**src/rtl/scpu_issue_unit_if.sv**
```systemverilog
// Host-side instruction handshake into the SCPU issue unit.
// The host offers host_instr with host_valid; host_ready tells it the buffer has room.
interface scpu_issue_unit_if;
  logic        host_valid;
  logic [18:0] host_instr;
  logic        host_ready;

  modport master (output host_valid, output host_instr, input host_ready);
  modport slave  (input host_valid, input host_instr, output host_ready);
endinterface

```
**src/rtl/scpu_issue_unit.sv**
```systemverilog
// In-order issue stage in front of the SCPU core: buffers host instructions and
// inserts NOP bubbles while any source register is still in flight.
module scpu_issue_unit #(
  parameter int          FIFO_DEPTH  = 8,
  parameter int          HAZARD_DIST = 3,
  parameter logic [18:0] NOP_INSTR   = 19'h70000
) (
  input  logic                clk,
  input  logic                rst_n,
  scpu_issue_unit_if.slave    host,
  input  logic                cpu_busy,
  output logic                in_valid,
  output logic [18:0]         instruction,
  output logic                idle,
  output logic [15:0]         stall_cnt
);

  localparam int PTR_W = $clog2(FIFO_DEPTH);
  localparam int CNT_W = PTR_W + 1;

  typedef enum logic [2:0] {
    OP_ALU    = 3'b000,
    OP_MULT   = 3'b001,
    OP_SQUARE = 3'b010,
    OP_ADDI   = 3'b011,
    OP_SUBI   = 3'b100,
    OP_STORE  = 3'b101,
    OP_LOAD   = 3'b110,
    OP_NOP    = 3'b111
  } op_e;

  function automatic logic [15:0] reg_bit(input logic [3:0] r);
    return 16'h0001 << r;
  endfunction

  function automatic logic [15:0] src_mask(input logic [18:0] ins);
    case (op_e'(ins[18:16]))
      OP_ALU, OP_MULT, OP_STORE:           return reg_bit(ins[15:12]) | reg_bit(ins[11:8]);
      OP_SQUARE, OP_ADDI, OP_SUBI, OP_LOAD: return reg_bit(ins[15:12]);
      default:                             return 16'h0000;
    endcase
  endfunction

  function automatic logic [15:0] dst_mask(input logic [18:0] ins);
    case (op_e'(ins[18:16]))
      OP_ALU:                     return reg_bit(ins[7:4]);
      OP_MULT, OP_SQUARE:         return reg_bit(ins[7:4]) | reg_bit(ins[3:0]);
      OP_ADDI, OP_SUBI, OP_LOAD:  return reg_bit(ins[11:8]);
      default:                    return 16'h0000;
    endcase
  endfunction

  logic [18:0]      mem [FIFO_DEPTH];
  logic [PTR_W-1:0] wr_ptr, rd_ptr;
  logic [CNT_W-1:0] count, count_next;
  logic [15:0]      sb [HAZARD_DIST];
  logic [15:0]      sb_or, sb_or_next, issue_mask;
  logic [18:0]      head;
  logic             empty, full, push, pop, hazard;

  assign empty          = (count == '0);
  assign full           = (count == CNT_W'(FIFO_DEPTH));
  assign host.host_ready = !full;
  assign push           = host.host_valid && !full;
  assign head           = mem[rd_ptr];

  // Everything driven here gets a default first so no path leaves a latch behind.
  // NOTE: assign a default to every always_comb output before any branch, or synthesis infers a latch.
  always_comb begin
    sb_or = '0;
    for (int i = 0; i < HAZARD_DIST; i++) sb_or |= sb[i];
    hazard     = !empty && ((src_mask(head) & sb_or) != 16'h0000);
    pop        = !empty && !cpu_busy && !hazard;
    issue_mask = pop ? dst_mask(head) : 16'h0000;
    sb_or_next = issue_mask;
    for (int i = 0; i < HAZARD_DIST - 1; i++) sb_or_next |= sb[i];
    count_next = count + CNT_W'(push) - CNT_W'(pop);
  end

  // NOTE: instruction storage has no reset; only pointers and count define its contents.
  always_ff @(posedge clk) begin
    if (push) mem[wr_ptr] <= host.host_instr;
  end

  // NOTE: sequential state uses non-blocking assignments so every register samples pre-edge values.
  always_ff @(posedge clk or negedge rst_n) begin
    if (!rst_n) begin
      wr_ptr <= '0;
      rd_ptr <= '0;
      count  <= '0;
    end else begin
      if (push) wr_ptr <= wr_ptr + PTR_W'(1);
      if (pop)  rd_ptr <= rd_ptr + PTR_W'(1);
      count <= count_next;
    end
  end

  // Scoreboard entry 0 tracks whatever sits on the output register this cycle.
  always_ff @(posedge clk or negedge rst_n) begin
    if (!rst_n) begin
      for (int i = 0; i < HAZARD_DIST; i++) sb[i] <= 16'h0000;
    end else begin
      sb[0] <= issue_mask;
      for (int i = 1; i < HAZARD_DIST; i++) sb[i] <= sb[i-1];
    end
  end

  always_ff @(posedge clk or negedge rst_n) begin
    if (!rst_n) begin
      in_valid    <= 1'b0;
      instruction <= NOP_INSTR;
      stall_cnt   <= 16'h0000;
      idle        <= 1'b1;
    end else begin
      in_valid    <= pop;
      instruction <= pop ? head : NOP_INSTR;
      // Only hazard bubbles count; a busy core holding issue is not a stall.
      if (hazard && !cpu_busy && stall_cnt != 16'hFFFF) stall_cnt <= stall_cnt + 16'h0001;
      idle <= (count_next == '0) && (sb_or_next == 16'h0000);
    end
  end

endmodule
```
**src/flat_wrapper.sv**
```systemverilog
// flat-port wrapper written by rule: the top's interface ports become plain ports
module scpu_issue_unit_flat 
#(
  parameter int          FIFO_DEPTH  = 8,
  parameter int          HAZARD_DIST = 3,
  parameter logic [18:0] NOP_INSTR   = 19'h70000
)
  (clk, rst_n, cpu_busy, in_valid, instruction, idle, stall_cnt, host_host_valid, host_host_instr, host_host_ready);
  scpu_issue_unit_if host_i ();
  input  logic clk;
  input  logic rst_n;
  input  logic cpu_busy;
  output logic in_valid;
  output logic [18:0] instruction;
  output logic idle;
  output logic [15:0] stall_cnt;
  input wire logic [$bits(host_i.host_valid)-1:0] host_host_valid;
  input wire logic [$bits(host_i.host_instr)-1:0] host_host_instr;
  output wire logic [$bits(host_i.host_ready)-1:0] host_host_ready;
  assign host_i.host_valid = host_host_valid;
  assign host_i.host_instr = host_host_instr;
  assign host_host_ready = host_i.host_ready;
  scpu_issue_unit #(.FIFO_DEPTH(FIFO_DEPTH), .HAZARD_DIST(HAZARD_DIST), .NOP_INSTR(NOP_INSTR)) u_core (.clk(clk), .rst_n(rst_n), .host(host_i), .cpu_busy(cpu_busy), .in_valid(in_valid), .instruction(instruction), .idle(idle), .stall_cnt(stall_cnt));
endmodule
```
**config.mk**
```make
export PLATFORM = sky130hd
export DESIGN_NAME = scpu_issue_unit_flat
export DESIGN_NICKNAME = d
export VERILOG_FILES = /design/src/rtl/scpu_issue_unit_if.sv /design/src/rtl/scpu_issue_unit.sv /design/src/flat_wrapper.sv
export SDC_FILE = /design/constraint.sdc
export NUM_CORES = 1
export LEC_CHECK = 0
export BUFFER_PORTS_ARGS = -buffer_cell sky130_fd_sc_hd__clkbuf_2
export CORE_ASPECT_RATIO = 1.25
export CORE_MARGIN = 2
export CORE_UTILIZATION = 57
export CTS_BUF_LIST = sky130_fd_sc_hd__clkbuf_8
export DETAILED_ROUTE_END_ITERATION = 10
export GPL_TIMING_DRIVEN = 0
export PLACE_DENSITY = 0.78
export RECOVER_POWER = 100
export SETUP_SLACK_MARGIN = 0.5
export SLEW_MARGIN = 30
export SYNTH_ARGS = -nofsm -noshare
export SYNTH_HDL_FRONTEND = slang
export SYNTH_SLANG_ARGS = --single-unit
```
**constraint.sdc**
```tcl
create_clock -name clk -period 4.9 [get_ports clk]
set_input_delay 0.49 -clock clk [delete_from_list [all_inputs] [get_ports clk]]
set_output_delay 0.49 -clock clk [all_outputs]
set_load 0.02 [all_outputs]
```
* After elaboration in Yosys (flattened, before gate mapping)
Memories as Yosys holds them, arrays and structs flattened. Index checks and enable logic that the tools add are counted.
Word-level totals: memories kept 1, bits in writable memories 152, register bits after elaboration 95, logic and storage cells 61, output and inout bits 38
Operators by class: shift operators 4, reductions and logical operators 20, mux-type cells 6, bitwise logic cells 7, add/subtract/negate cells 5, equal/unequal tests 8
Memory list:
- u_core.mem | depth 8, width 19, read ports 1, clocked after memory_dff 0, write ports 1, RTL line scpu_issue_unit.sv:53 | logic [18:0] mem [FIFO_DEPTH];
Operator list (number):
- bitwise OR 16 bit | 6
- << shifter 1 x 4 -> 16 bit, first input constant | 4
- one-hot mux 16 bit (3 select lines) | 1
- one-hot mux 16 bit (2 select lines) | 1
- two-way mux 19 bit | 1
- adder 16 x 1 -> 16 bit, second input constant | 1
- bitwise AND 16 bit | 1
- logical NOT 16 bit | 1
- two-way mux 16 bit | 1
- != test 16 bit, second input constant | 1
- nonzero test 16 bit | 1
- == test 3 bit, second input constant | 3
- logical NOT 4 bit | 2
- logical AND 1 bit | 7
- adder 3 x 1 -> 3 bit, second input constant | 2
- == test 3 x 2 -> 1 bit, second input constant | 2
- OR reduction 3 bit | 2
- adder 4 x 1 -> 4 bit | 1
- == test 4 bit, second input constant | 1
- logical NOT 1 bit | 4
- OR reduction 4 bit | 1
- subtractor 4 x 1 -> 4 bit | 1
- == test 3 x 1 -> 1 bit, second input constant | 1
- logical NOT 3 bit | 1
- other kinds (2) | 3

* Depth between registers and ports, before layout
Gate-level depths: netlist of run 1. An unclocked memory read counts as a cell.
word-level depth 14, mapped depth 19

* Least setup slack after synthesis of run 1
No wires, ideal clock.
kind reg-to-reg, start reg u_core.rd_ptr[0], end reg u_core.idle, setup time 62 ps, slack 683 ps, data arrival time 4155 ps, path buffers 1, period minus slack after synthesis 4217 ps, cell stages (with the launch flop) 19, data required time 4838 ps, cells stage by stage dfrtp_1 -> buf_6 -> mux4_2 -> mux2i_2 -> mux2i_1 -> mux2i_1 -> a211o_1 -> a211o_1 -> nand3_2 -> inv_1 -> ha_1 -> inv_1 -> ha_1 -> fa_1 -> xor2_1 -> nor3_1 -> nand4_1 -> nor3_1 -> and3_1
RTL lines:
- start, declared | RTL line scpu_issue_unit.sv:54 | logic [PTR_W-1:0] wr_ptr, rd_ptr;
- start signal, assigned | RTL line scpu_issue_unit.sv:93 | if (pop) rd_ptr <= rd_ptr + PTR_W'(1);
- memory read (8 x 19 bit) (*)
- == test 3 x 2 -> 1 bit (tied with other cells) | RTL line scpu_issue_unit.sv:37 | case (op_e'(ins[18:16]))
- OR reduction 4 bit (tied with other cells) | RTL line scpu_issue_unit.sv:37
- one-hot mux 16 bit (2 select lines) (*) | RTL line scpu_issue_unit.sv:37
- bitwise AND 16 bit (*) | RTL line scpu_issue_unit.sv:72 | hazard = !empty && ((src_mask(head) & sb_or) != 16'h0000);
- nonzero test 16 bit (*) | RTL line scpu_issue_unit.sv:72
- logical AND 1 bit (*) | RTL line scpu_issue_unit.sv:72
- logical NOT 1 bit (*) | RTL line scpu_issue_unit.sv:73 | pop = !empty && !cpu_busy && !hazard;
- logical AND 1 bit (*) | RTL line scpu_issue_unit.sv:73
- via u_core.pop | RTL line scpu_issue_unit.sv:59 | logic empty, full, push, pop, hazard;
- subtractor 4 x 1 -> 4 bit (*) | RTL line scpu_issue_unit.sv:77 | count_next = count + CNT_W'(push) - CNT_W'(pop);
- via u_core.count_next[2] | RTL line scpu_issue_unit.sv:55 | logic [CNT_W-1:0] count, count_next;
- logical NOT 4 bit (*) | RTL line scpu_issue_unit.sv:119 | idle <= (count_next == '0) && (sb_or_next == 16'h0000);
- logical AND 1 bit (*) | RTL line scpu_issue_unit.sv:119
- end signal, assigned | RTL line scpu_issue_unit.sv:119
- end, declared | RTL line scpu_issue_unit.sv:14 | output logic idle,
Mark *: on every way through the listed nets, which the timed path passes. The rest lies on a longest branch. A chain may end at the register's enable or synchronous reset.

* Final worst setup path of run 1
Ends and elaborated chain as after synthesis.

==> results.py, run 1 <==
metrics = {
    "worst_setup_path": {
        "endpoint": "u_core.idle$_DFF_PN1_",
        "r2r_start": "u_core.rd_ptr[0]$_DFFE_PN0P_",
        "path_class": "flip-flop to flip-flop",
        "cp_data_required_time_ns": 5.38,
        "crit_arrival_ns": 5.14,
        "cp-startpoint": "u_core.rd_ptr[0]$_DFFE_PN0P_",
        "worst-r2r-cell-count": 18,
        "rrSetupSlack_ns": 0.24,
        "r2r_end": "u_core.idle$_DFF_PN1_",
        "path_max_fanout": 6,
        "critPathSlowestCell": "dfrtp_1",
        "slowest_delay_ns": 0.58,
        "worstSetupEndpointType": "flip-flop",
        "path_cells": "buf_12, mux4_2, mux2i_4, mux2i_1, mux2i_1, a211o_1, a211o_1, nand3_4, clkinv_4, ha_4, inv_1, ha_4, fa_2, xor2_2, nor3_2, nand4_1, nor3_2, and3_1",
        "startpoint_type": "flip-flop",
    },
    "synthesis": {
        "syn_inst": 699,
        "synthTopCellsByCount": "152 x edfxtp_1, 91 x dfrtp_1, 49 x nor2_1",
        "yosys_warnings": 0,
        "netlist_area_um2": 10500,
        "yosysMostFrequentCell": "edfxtp_1",
        "async_reset_ff_share_pct": 38.5,
        "ys_top_cells_by_area": "edfxtp_1 43%, dfrtp_1 22%, mux4_2 8.1%",
        "synth_nets": 732,
        "yosys.area.top_type": "edfxtp_1",
        "seq_area_frac_synth_pct": 66.0,
        "ys_seq_elements": 247,
        "synth_top_area_share_pct": 43.3,
        "postSynthAreaPerCell_um2": 15.1,
        "synth_edf_count": 152,
        "dominantRegCellSynth": "edfxtp_1",
        "ys_types": 65,
    },
    "placed_design": {
        "place_congestion": 0.916,
        "dp_hpwl_um": 17100,
        "dp_cells": 1000,
        "pre_cts_ws_ns": -0.423,
        "numPortBuffers": 60,
    },
    "grt": {
        "grt_overflow": 0,
        "grt_first_pass_wirelength_um": 38700,
        "antenna_found_initial": 0,
        "grt_usage_pct": 25.9,
        "grt_pass1_vias": 6974,
        "grt_max_degree": 84,
    },
    "worst_hold_path": {
        "worstHoldStart": "host_host_instr[8]",
        "hold_class": "input pin to flip-flop",
    },
    "cts": {
        "path_clk_slew_ns": 0.06,
        "clock_latency_ns": 0.54,
        "cts_root_buf": "clkbuf_8",
        "htree_levels": 2,
        "cts.sinks": 247,
        "clock_path_buffers": 3,
        "cts_buffers": 39,
        "cts_tree": "built",
    },
    "timing": {
        "setup_viol": 0,
        "fin_crit_ns": 4.66,
        "fin_ws_ns": 0.235,
        "max_freq_mhz": 214,
        "fin_skew_ns": 0.0253,
        "fin_crit_sh_pct": 95.2,
        "drv_slew": 84,
        "worst_pin_slew_ns": 1.98,
        "slew_headroom_pct": -31.8,
        "rsz0062_at_grt": "true",
        "hold_viol_final": 0,
    },
    "finish": {
        "diodes": 0,
        "nets": 877,
        "stdcell_count": 1100,
        "layout-drive-gt1-share_pct": 20.8,
        "fin_util_pct": 67.9,
        "syn2layout_area_growth_pct": 16.7,
    },
    "route": {
        "dr.pass1.iters": 5,
        "routed_wl_um": 25000,
        "vias_per_cell": 6.14,
        "drc": 0,
        "num_vias": 6749,
        "postRouteAntennaNets": 0,
        "drt_iter0_drc": 642,
        "wire_per_inst_um": 22.7,
    },
    "floorplan": {
        "io_pins": 61,
        "coreArea_um2": 18100,
        "row_count": 55,
        "initial_core_util_pct": 58.2,
        "die_w_um": 126,
        "die_y_um": 156,
        "dieArea_um2": 19600,
    },
    "status": {
        "status": "finished, violations left",
        "violations": "max-capacitance violations, max-slew violations",
    },
    "power": {
        "ir_worst_vdd_mv": 0.358,
        "p_per_area_nw_per_um2": 736,
        "p_leak_nw": 4.67,
    },
    "flow_run": {
        "drv_cap": 1,
    },
}
state kept, by name, summed over array words and instances, names as in the netlist:
signal	flops
u_core.mem	152
u_core.sb	48
u_core.instruction	19
u_core.stall_cnt	16
u_core.count	4
u_core.rd_ptr	3
u_core.wr_ptr	3
u_core.idle	1
u_core.in_valid	1
where the power goes:
group / internal [mW] / switching, mW
Sequential: 2.68 / 0.252
Combinational: 1.70 / 2.59
Clock: 1.02 / 0.793
per-stage QoR:
step	cell area, um^2	hold slack [ns]	TNS [ns]	power, mW
after floorplan	10500	0.194	0	5.55
after global routing	12300	0.292	0	9.48
after detailed placement	11400	0.343	-0.423	6.81
final	12300	0.289	0	9.04
after global placement	11100	0.375	-0.362	6.61
after CTS	12500	0.196	0	8.99
worst max-delay path, delay by kind of cell (launching register included):
| kind | cells | cell delay, ns |
|---|---|---|
| fa+ha+maj | 3 | 0.80 |
| flops | 1 | 0.58 |
| xor+xnor | 1 | 0.16 |
| mux | 4 | 1.16 |
| simple gates | 5 | 0.96 |
| compound gates | 2 | 0.61 |
| buf+inv | 3 | 0.32 |
final cells by class:
| class | instances | area [um^2] |
|---|---|---|
| repair buffers | 104 | 546 |
| flip-flops and latches | 247 | 6950 |
| plain buffers | 21 | 133 |
| clock inverters | 30 | 269 |
| inverters | 17 | 73.8 |
| multi-input cells | 414 | 3500 |
| well taps | 228 | 285 |
| clock buffers | 39 | 537 |
| fillers | 1288 | 5810 |
worst min path at each step:
stage,end,slack [ns],cells past startpoint
global route,u_core.mem[6][3]$_DFFE_PP_,0.29,1
global placement,u_core.sb[21]$_DFF_PN0_,0.38,0
finish,u_core.mem[2][8]$_DFFE_PP_,0.29,1
floorplan,u_core.count[0]$_DFF_PN0_,0.19,0
detailed placement,u_core.stall_cnt[8]$_DFFE_PN0P_,0.34,1
CTS,u_core.mem[2][8]$_DFFE_PP_,0.20,1
layer usage:
| layer | GRT usage, % | wire length, um | share of wire [%] |
|---|---|---|---|
| met3 | 4.29 | 1350 | 5.4 |
| met5 | 0 | 0 | 0 |
| met4 | 11.5 | 1010 | 4.0 |
| met1 | 32.5 | 9730 | 39 |
| met2 | 44.5 | 12900 | 52 |
placed cells by master (no fill, tap or decap), types with 7 or more instances in the layout:
master      n
mux2_2      7
mux2i_1    25
inv_1      22
edfxtp_1  152
xor2_1     10
nand2b_1   22
buf_4      30
nor2_1     44
nor3_1     38
a21oi_1    19
a221oi_1    8
and3_1      7
nand3_1    24
xnor2_1    10
clkbuf_1   80
nor4_1     10
dfrtp_1    91
nand2_1    35
mux4_2     38
clkbuf_8   39
nand4_1     9
clkinv_1   11
or3_1       7
ha_1        7
timing repair:
item                                    4_1_cts  5_1_grt
endpoints found under the setup margin        3        1
hold endpoints to repair                     12        0
resized for setup                            31       20
buffers inserted                             13       16
pin swaps                                    12       15
cloned                                        1        0
hold buffers                                  1        0
logic make-up after synthesis:
logic type / count (synthesis) / synth area share [%]
flip-flops: 247 / 66.0
AND/OR/NAND/NOR: 230 / 11.5
multiplexers: 80 / 12.9
AO/OA/AOI/OAI: 73 / 4.86
buffers and inverters: 38 / 1.71
XOR/XNOR: 21 / 1.75
adder cells (fa/ha/maj): 10 / 1.26
No activity file was read; power rests on OpenSTA's default activity.
==> run 2: changes to the inputs <==
CTS_CLUSTER_DIAMETER = 80   (was unset)
GPL_TIMING_DRIVEN = unset   (was 0)
==> results.py, run 2 (synthesis gave the netlist of run 1 again) <==
metrics = {
    "status": {
        "status": "finished, violations left",
        "violations": "max-capacitance violations, max-slew violations",
    },
    "finish": {
        "top_regs": "u_core.mem x152, u_core.sb x48, u_core.instruction x19",
        "syn2layout_area_growth_pct": 14.0,
        "final_common_cell": "edfxtp_1",
        "final_cell_mix": "152 x edfxtp_1, 90 x dfrtp_1, 67 x clkbuf_1, 46 x nor2_1, 41 x clkbuf_8",
        "largest_register_ffs": 152,
        "largest_register": "u_core.mem",
        "nets": 851,
        "nFillCells": 1255,
        "diodes": 0,
        "layout-drive-gt1-share_pct": 19.9,
    },
    "timing": {
        "slew_headroom_pct": -20.5,
        "holdWs_ns": 0.283,
        "fin_skew_ns": 0.0424,
        "setup_tns_ns": 0,
        "fin_crit_sh_pct": 90.6,
        "drv_slew": 78,
        "worst_pin_slew_ns": 1.81,
        "max_freq_mhz": 225,
        "fin_crit_ns": 4.44,
        "setup_viol": 0,
        "rsz0062_at_grt": "false",
        "hold_viol_final": 0,
    },
    "worst_setup_path": {
        "startpoint_type": "flip-flop",
        "r2r_start": "u_core.rd_ptr[0]$_DFFE_PN0P_",
        "r2r_end": "u_core.idle$_DFF_PN1_",
        "critPathSlowestCell": "dfrtp_1",
        "cp.buffers_inverters": 3,
        "path_delay_family": "simple AND/OR/NAND/NOR gates",
        "cp_data_required_time_ns": 5.40,
        "path_max_fanout": 8,
        "worst-r2r-cell-count": 18,
        "slowest_delay_ns": 0.61,
        "crit_arrival_ns": 4.94,
        "worstSetupEndpointType": "flip-flop",
        "rrSetupSlack_ns": 0.46,
        "path_cells": "buf_6, mux4_2, mux2_4, nor3_1, o21ai_0, o211ai_1, o21ai_0, nand3_2, inv_1, ha_1, inv_1, ha_2, fa_2, xor2_2, nor3_2, nand4_1, nor3_2, and3_1",
        "path_class": "flip-flop to flip-flop",
    },
    "grt": {
        "grt_pass1_vias": 6845,
        "grt_first_pass_wirelength_um": 37200,
        "grt_usage_pct": 24.6,
        "antenna_found_initial": 0,
        "grt_max_degree": 78,
        "grt_overflow": 0,
    },
    "route": {
        "num_vias": 6665,
        "wire_per_inst_um": 22.2,
        "routed_wl_um": 23900,
        "drc": 0,
        "postRouteAntennaNets": 0,
        "drt_iter0_drc": 602,
        "dr.pass1.iters": 5,
        "vias_per_cell": 6.19,
    },
    "flow_run": {
        "drv_cap": 1,
    },
    "cts": {
        "clock_path_buffers": 3,
        "cts_tree": "built",
        "path_clk_slew_ns": 0.06,
        "cts.sinks": 247,
        "cts_buffers": 39,
        "htree_levels": 2,
        "cts_root_buf": "clkbuf_8",
        "clock_latency_ns": 0.56,
    },
    "floorplan": {
        "dieArea_um2": 19600,
        "initial_core_util_pct": 58.2,
        "row_count": 55,
        "coreArea_um2": 18100,
        "die_y_um": 156,
        "die_w_um": 126,
        "io_pins": 61,
    },
    "placed_design": {
        "numPortBuffers": 60,
        "dp_hpwl_um": 16100,
        "place_congestion": 1.15,
    },
    "power": {
        "p_sw_mw": 3.50,
        "clkPwrFrac_pct": 18.9,
        "switching_share_pct": 41.0,
        "ir_worst_vdd_mv": 0.345,
        "p_comb_share_pct": 46.8,
        "p_leak_nw": 4.59,
        "p_per_area_nw_per_um2": 711,
        "finalPower_mw": 8.54,
        "internal_power_mw": 5.04,
        "p_seq_share_pct": 34.3,
    },
    "worst_hold_path": {
        "hold_class": "input pin to flip-flop",
        "hold_end": "u_core.mem[7][4]$_DFFE_PP_",
        "worstHoldStart": "host_host_instr[4]",
        "whs_path_depth": 1,
    },
}
-- run 2: cell types whose count changed in the layout (fill, tap and decap cells not counted), moves of 3 or more --
| cell | before | now |
|---|---|---|
| buf_2 | 4 | 0 |
| buf_4 | 30 | 24 |
| buf_12 | 3 | 0 |
| clkinv_1 | 11 | 3 |
| nor3_1 | 38 | 33 |
| nor3_2 | 4 | 9 |
| clkbuf_1 | 80 | 67 |
| bufinv_16 | 5 | 1 |
| inv_1 | 22 | 34 |
| buf_6 | 1 | 4 |
-- run 2: worst max path at each step --
stage                             to                    startpoint  cells after the start  slack, ns
5_1_grt        u_core.idle$_DFF_PN1_  u_core.rd_ptr[0]$_DFFE_PN0P_                     18       0.26
4_1_cts        u_core.idle$_DFF_PN1_  u_core.rd_ptr[0]$_DFFE_PN0P_                     18       0.52
6_report       u_core.idle$_DFF_PN1_  u_core.rd_ptr[0]$_DFFE_PN0P_                     18       0.46
2_1_floorplan  u_core.idle$_DFF_PN1_  u_core.rd_ptr[0]$_DFFE_PN0P_                     18       0.68
3_5_place_dp   u_core.idle$_DFF_PN1_  u_core.rd_ptr[0]$_DFFE_PN0P_                     17       0.45
3_3_place_gp   u_core.idle$_DFF_PN1_  u_core.rd_ptr[0]$_DFFE_PN0P_                     17       0.63
-- run 2: cell type report --
class	instances	area [um^2]	area share, %
Sequential cell	247	6950	57.9
Multi-Input combinational cell	414	3470	28.9
Clock buffer	41	564	4.70
Timing Repair Buffer	99	502	4.18
Tap cell	228	285	2.38
Clock inverter	30	169	1.41
Inverter	17	66.3	0.552
-- run 2: routing by layer --
metal | GRT usage (%) | up-vias | part of all wire [%] | routed length [um]
li1 | - | 2947 | - | -
met1 | 30.6 | 3311 | 38 | 8990
met2 | 42.2 | 327 | 52 | 12400
met3 | 5.21 | 80 | 7.2 | 1730
met4 | 10.5 | 0 | 3.3 | 778
met5 | 0 | - | 0 | 0
-- run 2: metrics by stage --
step           area [um^2]  util, %  worst slack (ns)  instances
2_1_floorplan        10500        -             0.683        699
3_3_place_gp         11200     61.8             0.628        989
3_5_place_dp         11200     61.8             0.452        989
4_1_cts              11900     65.9             0.520       1061
5_1_grt              12000     66.3             0.257       1076
6_report             12000     66.3             0.460       1076
-- run 2: timing repair --
| item | in CTS | in global routing |
|---|---|---|
| gates resized for setup | 1 | 20 |
| hold buffers | 1 | 0 |
| endpoints found under the hold margin | 17 | 0 |
| setup buffers | 0 | 15 |
| cloned | 0 | 0 |
| pin swaps | 0 | 7 |
| endpoints found under the setup margin | 1 | 1 |
-- run 2: power by group through the flow --
stage	clock, mW	combinational [mW]	sequential (mW)
3_5_place_dp	0	3.65	2.98
5_1_grt	1.74	4.27	2.97
3_3_place_gp	0	3.54	2.95
6_report	1.62	3.99	2.93
2_1_floorplan	0	2.59	2.95
4_1_cts	1.65	3.68	2.95
